[src/rtl/s2mm_dma.sv]
// Stream-to-memory writer: each AXI-Stream beat becomes one full-width AXI-Lite write at an
// incrementing address, with a beat limit, start/busy/done control, response checking and irq.
module s2mm_dma #(
  parameter int DATA_WIDTH = 32,
  parameter int ADDR_WIDTH = 32,
  parameter int CNT_WIDTH  = 16
) (
  input  logic                    clk,
  input  logic                    rst_n,
  input  logic                    ps_wvalid,
  input  logic [3:0]              ps_waddr,
  input  logic [31:0]             ps_wdata,
  output logic                    ps_wready,
  output logic                    ps_wresp,
  input  logic                    ps_arvalid,
  input  logic [3:0]              ps_raddr,
  output logic [31:0]             ps_rdata,
  output logic                    ps_rvalid,
  input  logic                    s_tvalid,
  output logic                    s_tready,
  input  logic                    s_tlast,
  input  logic [DATA_WIDTH-1:0]   s_tdata,
  output logic                    m_awvalid,
  input  logic                    m_awready,
  output logic [ADDR_WIDTH-1:0]   m_awaddr,
  output logic                    m_wvalid,
  input  logic                    m_wready,
  output logic [DATA_WIDTH-1:0]   m_wdata,
  output logic [DATA_WIDTH/8-1:0] m_wstrb,
  input  logic                    m_bvalid,
  output logic                    m_bready,
  input  logic [1:0]              m_bresp,
  output logic                    irq
);
  localparam int BPB = DATA_WIDTH / 8;
  localparam int OFF = $clog2(BPB);

  typedef enum logic [2:0] {S_IDLE, S_WAIT, S_ISSUE, S_RESP, S_FIN} state_t;

  state_t                state_q;
  logic [ADDR_WIDTH-1:0] dst_q, addr_q, addr_d, dst_d;
  logic [CNT_WIDTH-1:0]  max_q, beats_q, beats_d;
  logic [DATA_WIDTH-1:0] wdata_q;
  logic                  last_q, irq_en_q, busy_q, done_q, slverr_q, ovf_q;
  logic                  tready_q, awvalid_q, wvalid_q, bready_q, wresp_q;
  logic                  wr_dst, wr_max, wr_ctrl, wr_stat, aw_pend, w_pend;

  assign wr_dst  = ps_wvalid && (ps_waddr == 4'd0) && !busy_q;
  assign wr_max  = ps_wvalid && (ps_waddr == 4'd1) && !busy_q;
  assign wr_ctrl = ps_wvalid && (ps_waddr == 4'd2);
  assign wr_stat = ps_wvalid && (ps_waddr == 4'd3);

  assign dst_d   = ps_wdata[ADDR_WIDTH-1:0] & ~ADDR_WIDTH'(BPB - 1);
  assign addr_d  = addr_q + ADDR_WIDTH'(BPB);
  assign beats_d = beats_q + 1'b1;
  assign aw_pend = awvalid_q && !m_awready;
  assign w_pend  = wvalid_q && !m_wready;

  always_ff @(posedge clk) begin
    if (!rst_n) begin
      state_q   <= S_IDLE;
      dst_q     <= '0;
      addr_q    <= '0;
      max_q     <= '0;
      beats_q   <= '0;
      wdata_q   <= '0;
      last_q    <= 1'b0;
      irq_en_q  <= 1'b0;
      busy_q    <= 1'b0;
      done_q    <= 1'b0;
      slverr_q  <= 1'b0;
      ovf_q     <= 1'b0;
      tready_q  <= 1'b0;
      awvalid_q <= 1'b0;
      wvalid_q  <= 1'b0;
      bready_q  <= 1'b0;
      wresp_q   <= 1'b0;
    end else begin
      wresp_q <= ps_wvalid;
      if (wr_dst)  dst_q    <= dst_d;
      if (wr_max)  max_q    <= ps_wdata[CNT_WIDTH-1:0];
      if (wr_ctrl) irq_en_q <= ps_wdata[1];
      // W1C first so that any hardware set later in this block takes priority
      if (wr_stat) begin
        if (ps_wdata[1]) done_q   <= 1'b0;
        if (ps_wdata[2]) slverr_q <= 1'b0;
        if (ps_wdata[3]) ovf_q    <= 1'b0;
      end
      case (state_q)
        S_IDLE: begin
          if (wr_ctrl && ps_wdata[0]) begin
            if (max_q != '0) begin
              beats_q  <= '0;
              done_q   <= 1'b0;
              slverr_q <= 1'b0;
              ovf_q    <= 1'b0;
              addr_q   <= dst_q;
              busy_q   <= 1'b1;
              tready_q <= 1'b1;
              state_q  <= S_WAIT;
            end else begin
              done_q <= 1'b1;
            end
          end
        end
        S_WAIT: begin
          if (s_tvalid) begin
            wdata_q   <= s_tdata;
            last_q    <= s_tlast;
            tready_q  <= 1'b0;
            awvalid_q <= 1'b1;
            wvalid_q  <= 1'b1;
            state_q   <= S_ISSUE;
          end
        end
        S_ISSUE: begin
          if (m_awready) awvalid_q <= 1'b0;
          if (m_wready)  wvalid_q  <= 1'b0;
          if (!aw_pend && !w_pend) begin
            bready_q <= 1'b1;
            state_q  <= S_RESP;
          end
        end
        S_RESP: begin
          if (m_bvalid) begin
            beats_q  <= beats_d;
            addr_q   <= addr_d;
            bready_q <= 1'b0;
            if (m_bresp != 2'b00) begin
              slverr_q <= 1'b1;
              state_q  <= S_FIN;
            end else if (last_q) begin
              state_q <= S_FIN;
            end else if (beats_d == max_q) begin
              ovf_q   <= 1'b1;
              state_q <= S_FIN;
            end else begin
              tready_q <= 1'b1;
              state_q  <= S_WAIT;
            end
          end
        end
        S_FIN: begin
          done_q  <= 1'b1;
          busy_q  <= 1'b0;
          state_q <= S_IDLE;
        end
        default: state_q <= S_IDLE;
      endcase
    end
  end

  always_comb begin
    ps_rdata = '0;
    case (ps_raddr)
      4'd0:    ps_rdata = 32'(dst_q);
      4'd1:    ps_rdata = 32'(max_q);
      4'd2:    ps_rdata = {30'd0, irq_en_q, 1'b0};
      4'd3:    ps_rdata = {28'd0, ovf_q, slverr_q, done_q, busy_q};
      4'd4:    ps_rdata = 32'(beats_q);
      4'd5:    ps_rdata = 32'(beats_q) << OFF;
      default: ps_rdata = '0;
    endcase
  end

  assign ps_wready = 1'b1;
  assign ps_wresp  = wresp_q;
  assign ps_rvalid = ps_arvalid;
  assign s_tready  = tready_q;
  assign m_awvalid = awvalid_q;
  assign m_awaddr  = addr_q;
  assign m_wvalid  = wvalid_q;
  assign m_wdata   = wdata_q;
  assign m_wstrb   = '1;
  assign m_bready  = bready_q;
  assign irq       = irq_en_q & done_q;

endmodule
[config.mk]
export PLATFORM = sky130hd
export DESIGN_NAME = s2mm_dma
export DESIGN_NICKNAME = d
export VERILOG_FILES = /design/src/rtl/s2mm_dma.sv
export SDC_FILE = /design/constraint.sdc
export NUM_CORES = 1
export LEC_CHECK = 0
export CORE_ASPECT_RATIO = 0.7
export CORE_MARGIN = 10
export CORE_UTILIZATION = 54
export DETAILED_ROUTE_END_ITERATION = 10
export GPL_TIMING_DRIVEN = 0
export PLACE_DENSITY_LB_ADDON = 0.12
export SLEW_MARGIN = 20
export SYNTH_ARGS = -nofsm -noshare
export SYNTH_HDL_FRONTEND = slang
export SYNTH_SLANG_ARGS = --single-unit
[constraint.sdc]
create_clock -name clk -period 4.4 [get_ports clk]
set_input_delay 0.66 -clock clk [delete_from_list [all_inputs] [get_ports clk]]
set_output_delay 0.66 -clock clk [all_outputs]
set_load 0.01 [all_outputs]
**Word level (Yosys, flattened, before mapping)**

Cells that the tools add are included.

- Input bits: 83
- Word-level logic and storage cells: 132
- Flip-flop bits (word level): 140

- Reductions and logical operators: 33
- Equality and inequality tests: 23
- Multiplexer cells: 56
- Bitwise gates (word level): 1
- $add $sub $neg: 2

Operator list:

| cell | number |
|---|---|
| 32-bit one-hot mux with 6 select lines | 1 |
| 32-bit 2-to-1 mux | 3 |
| 32-bit one-hot mux with 2 select lines | 1 |
| 16-bit 2-to-1 mux | 3 |
| 32-bit by 3-bit adder with 32-bit output, second input constant | 1 |
| 16-bit one-hot mux with 2 select lines | 1 |
| 1-bit 2-to-1 mux | 30 |
| 3-bit 2-to-1 mux | 8 |
| 2-bit != test, second input constant | 10 |
| 16-bit by 1-bit adder with 16-bit output, second input constant | 1 |
| 16-bit equality test | 1 |
| 4-bit by 2-bit equality test with 1-bit output, second input constant | 4 |
| 16-bit nonzero test | 1 |
| 1-bit one-hot mux with 2 select lines | 7 |
| 3-bit one-hot mux with 4 select lines | 1 |
| 3-bit AND reduction | 4 |
| 1-bit logical AND | 10 |
| 2-bit nonzero test | 5 |
| 4-bit by 1-bit equality test with 1-bit output, second input constant | 2 |
| 4-bit by 3-bit equality test with 1-bit output, second input constant | 2 |
| 4-bit logical NOT | 2 |
| 8-bit AND reduction | 1 |
| 3-bit by 2-bit equality test with 1-bit output, second input constant | 2 |
| 1-bit logical NOT | 5 |
| other kinds (9) | 9 |

**Logic depth before layout (Yosys ltp)**

- Depth in word-level cells: 8
- Mapped depth: 8
- Mapped depth without buffers: 7

**Least setup slack after synthesis**

No wires, ideal clock.

- Kind: input to output
- Start point: in ps_raddr[1]
- End point: out ps_rdata[11]
- Setup slack: 1.773 ns
- Required time: 3.740 ns
- Arrival time: 1.967 ns
- Cell stages on the path: 5
- Cells stage by stage: clkbuf_1 -> nor4_2 -> clkbuf_1 -> a22oi_1 -> nand2_1

- Word-level cells in the longest chain between the ends: 2
- Elaborated cells on any way between the ends: 7

RTL lines:

| what | line | text |
|---|---|---|
| from (decl) | 16 | `input logic [3:0] ps_raddr,` |
| 4-bit by 3-bit equality test with 1-bit output, or another cell as far along | 155 | `case (ps_raddr)` |
| 32-bit one-hot mux with 6 select lines * | 155 |  |
| to (decl) | 17 | `output logic [31:0] ps_rdata,` |

Every way passes the cells marked *; elsewhere a longest branch is shown, timed or not.

**Final worst setup path**

- Start point: in ps_raddr[0]
- End point: out ps_rdata[13]

The elaborated chain is that of the path after synthesis.

==> metrics.txt <==
DR iter-0 viols 1214; Mean Syn Cell Area 7.63 um2; hold depth 2; synthesized cell area 0.00748 mm2; CTS hold repair buffers 0; Max VDD drop 240 uV; Total Routed Length 27400 um; clock share of power 49.5%; HP Start m_wdata[5]; largest net degree at the start of global routing 17; Placer Congestion 1.01; core area 0.0134 mm2; Crit. End Element output port; switching component of the power 687 uW; Rel. slew slack 26.1%; area grow syn2layout 35.0%; crit path max fanout 10; first-pass GRT wire length 42900 um; CTS tree built; pwr dens 286 mW/mm2; vias in the first global route 7854; Hold Path Class reg2reg; final setup TNS 0 ns; flop2flop setup slack 1.57 ns; slowest stage delay, CP 0.79 ns; kind of critical path in2out; DR vias/cell 6.01; share of cells above drive strength 1 5.77%; Wirelength per Cell 19.9 um; prevailing post-synth register cell dfxtp_1; PortBufs 178; Tot GR Track Use 27.4%; fillcell total 1025; hpwl dp 20500 um; clk root buf clkbuf_16; CP top delay family buffers and inverters; status completed; Placed Instance Area 0.00952 mm2; FF-to-FF path depth 8; period utilisation layout 89.1%; Max-cap violations 0; cell-internal power 2200 uW; clk_lat worst skew 0.42 ns; clock sink count 138; Die ar. 0.0190 mm2; fin area 0.0101 mm2; total power 2890 uW; register area share after synthesis 36.9%; Post-CTS Setup Inserts 0; Comb power frac 6.6%; worst-margin pin slew 1.10 ns; Remaining DRCs 0; Post-CTS Resized 0; Slowest-stage cell, CP nor4_4; synthesis-stage register bit count 138; crit-path cells clkbuf_1 -> nor4_4 -> clkbuf_1 -> a22oi_1 -> nand2_1 -> clkdlybuf4s50_1; Worst Skew 0.0131 ns; hold path endpoint m_wdata[5]; kind of launch point of the worst setup path input port; DRT antenna net count 0; CTS Buffer Depth 2; Die Width 161 um; CP Data Required Time 3.74 ns; Fmax 255 MHz; Leak 0.00353 uW; Num CTS Buffers 17; switching share of power 23.8%; Netlist cell types 63; RSZ-0062 raised after global routing false; antenna cells 0; number of synthesized flops with an enable pin 0; final hold viol count 0; share of power burned in registers 43.9%; Synth Instances 980; WP data arrival 3.26 ns; Yosys Warn Count 0; I/O pins 191; DRT Pass-1 Iters 7; Setup Viol. Count Final 0; routed vias 8297; H-tree levels 4; worst r2r src beats_q[1]; grt ovf 0; crit path buf inv count 3; Nets 1267; R2R Path End s_tready; FFs w/ async S/R, synth 0%; initial antenna violation count 0; die height 118 um; CP dominant cell by count clkbuf_1; Tmin final 3.92 ns; Initial Utilization 56.0%; # rows 35; Reg clk slew, reported paths 0.06 ns; Slew Limit Fails 0
worst register-to-register path: cells and delay by family, from the launching register on:
family,cells,cell delay [ns]
compound gates,2,0.62
fa+ha+maj,1,0.41
buf+inv,1,0.19
flops,1,0.53
mux,1,0.31
simple gates,3,0.67
flip-flops by register name (all words and copies together), names as in the netlist, 3 cells and up:
register and count:
dst_q 30, state_q 3, beats_q 16, m_awaddr 30, max_q 16, m_wdata 32
per-layer routing:
layer / up-vias / wire length (um) / share of wire [%] / global-route usage, %
li1: 3817 / - / - / -
met2: 599 / 11900 / 43 / 40.5
met5: - / 0 / 0 / 0
met1: 3813 / 11100 / 41 / 36.7
met4: 0 / 542 / 2.0 / 6.98
met3: 68 / 3850 / 14 / 10.1
cell usage after synthesis, drive strengths merged (3+ instances only):
| master | number | area (um2) |
|---|---|---|
| nand2 | 242 | 908 |
| dfxtp | 138 | 2760 |
| a21boi | 110 | 826 |
| clkbuf | 60 | 225 |
| nor2 | 56 | 210 |
| o21ai | 42 | 210 |
| a21oi | 37 | 189 |
| a22oi | 25 | 188 |
| and2 | 25 | 156 |
| buf | 24 | 154 |
| nand3 | 23 | 115 |
| xnor2 | 17 | 149 |
| nand4 | 16 | 128 |
| a31oi | 15 | 93.8 |
| and3 | 14 | 87.6 |
| nor3 | 13 | 65.1 |
| nor4 | 13 | 121 |
| o221a | 9 | 101 |
| inv | 8 | 30.0 |
| nand2b | 8 | 50.1 |
| nor2b | 7 | 43.8 |
| o31ai | 7 | 52.6 |
| xor2 | 6 | 52.6 |
| o21a | 5 | 37.5 |
| a22o | 4 | 35.0 |
| and4 | 4 | 35.0 |
| nor3b | 4 | 35.0 |
| or3 | 4 | 25.0 |
| a32o | 3 | 30.0 |
| mux2 | 3 | 33.8 |
| nand3b | 3 | 22.5 |
| o211a | 3 | 30.0 |
| or4 | 3 | 22.5 |
layout by cell type, fill, tap and decap left out, types with 15 or more instances in the layout:
cell	count
clkbuf_1	61
a21oi_1	36
xnor2_1	17
o21ai_1	26
nand2_1	242
a22oi_1	25
o21ai_0	16
a21boi_0	42
and2_1	25
dfxtp_1	138
nand3_1	23
a21boi_1	68
clkdlybuf4s50_1	178
nor2_1	56
clkbuf_16	17
a31oi_1	15
area by class of cell:
cell class	instances	area, um2	area share [%]
multi-input cells	755	4330	42.9
repair buffers	178	1780	17.7
inverters	8	30.0	0.298
clock buffers	18	429	4.25
plain buffers	84	379	3.76
flip-flops and latches	138	2760	27.4
well taps	185	231	2.29
clock inverters	14	146	1.45
worst max-delay path by stage:
stage / endpoint / depth (start not counted) / slack (ns) / startpoint
after floorplan: ps_rdata[11] / 5 / 1.77 / ps_raddr[1]
after global placement: ps_rdata[13] / 6 / 0.39 / ps_raddr[1]
after detailed placement: ps_rdata[13] / 6 / 0.67 / ps_raddr[0]
after CTS: ps_rdata[13] / 6 / 0.62 / ps_raddr[1]
after global routing: ps_rdata[13] / 6 / 0.50 / ps_raddr[1]
final: ps_rdata[13] / 6 / 0.48 / ps_raddr[0]
logic make-up (layout without fill, tap and decap cells):
family | count (synthesis) | in the layout | share of synthesized area [%]
xor+xnor | 23 | 23 | 2.69
simple gates | 437 | 437 | 27.3
compound gates | 281 | 281 | 26.4
buf+inv | 92 | 302 | 5.47
flops | 138 | 138 | 36.9
fa+ha+maj | 2 | 2 | 0.335
mux | 5 | 5 | 0.720
other cells | 2 | 7 | 0.100
power groups by stage:
stage | registers (uW) | clock network [uW] | logic (uW)
after CTS | 1270 | 1430 | 186
final | 1270 | 1430 | 190
after global routing | 1270 | 1490 | 203
after floorplan | 1290 | 0 | 75.1
after detailed placement | 1290 | 0 | 185
after global placement | 1290 | 0 | 182
stage by stage:
step                      utilization [%]  setup slack, ns  hold slack [ns]  cells
after floorplan                         -             1.77            0.429    985
after global placement               71.2            0.393            0.440   1348
after detailed placement             71.3            0.666            0.447   1348
after CTS                            75.6            0.620            0.453   1380
after global routing                 75.6            0.496            0.476   1380
final                                75.6            0.478            0.450   1380
Power figures use the tool's default switching activity.
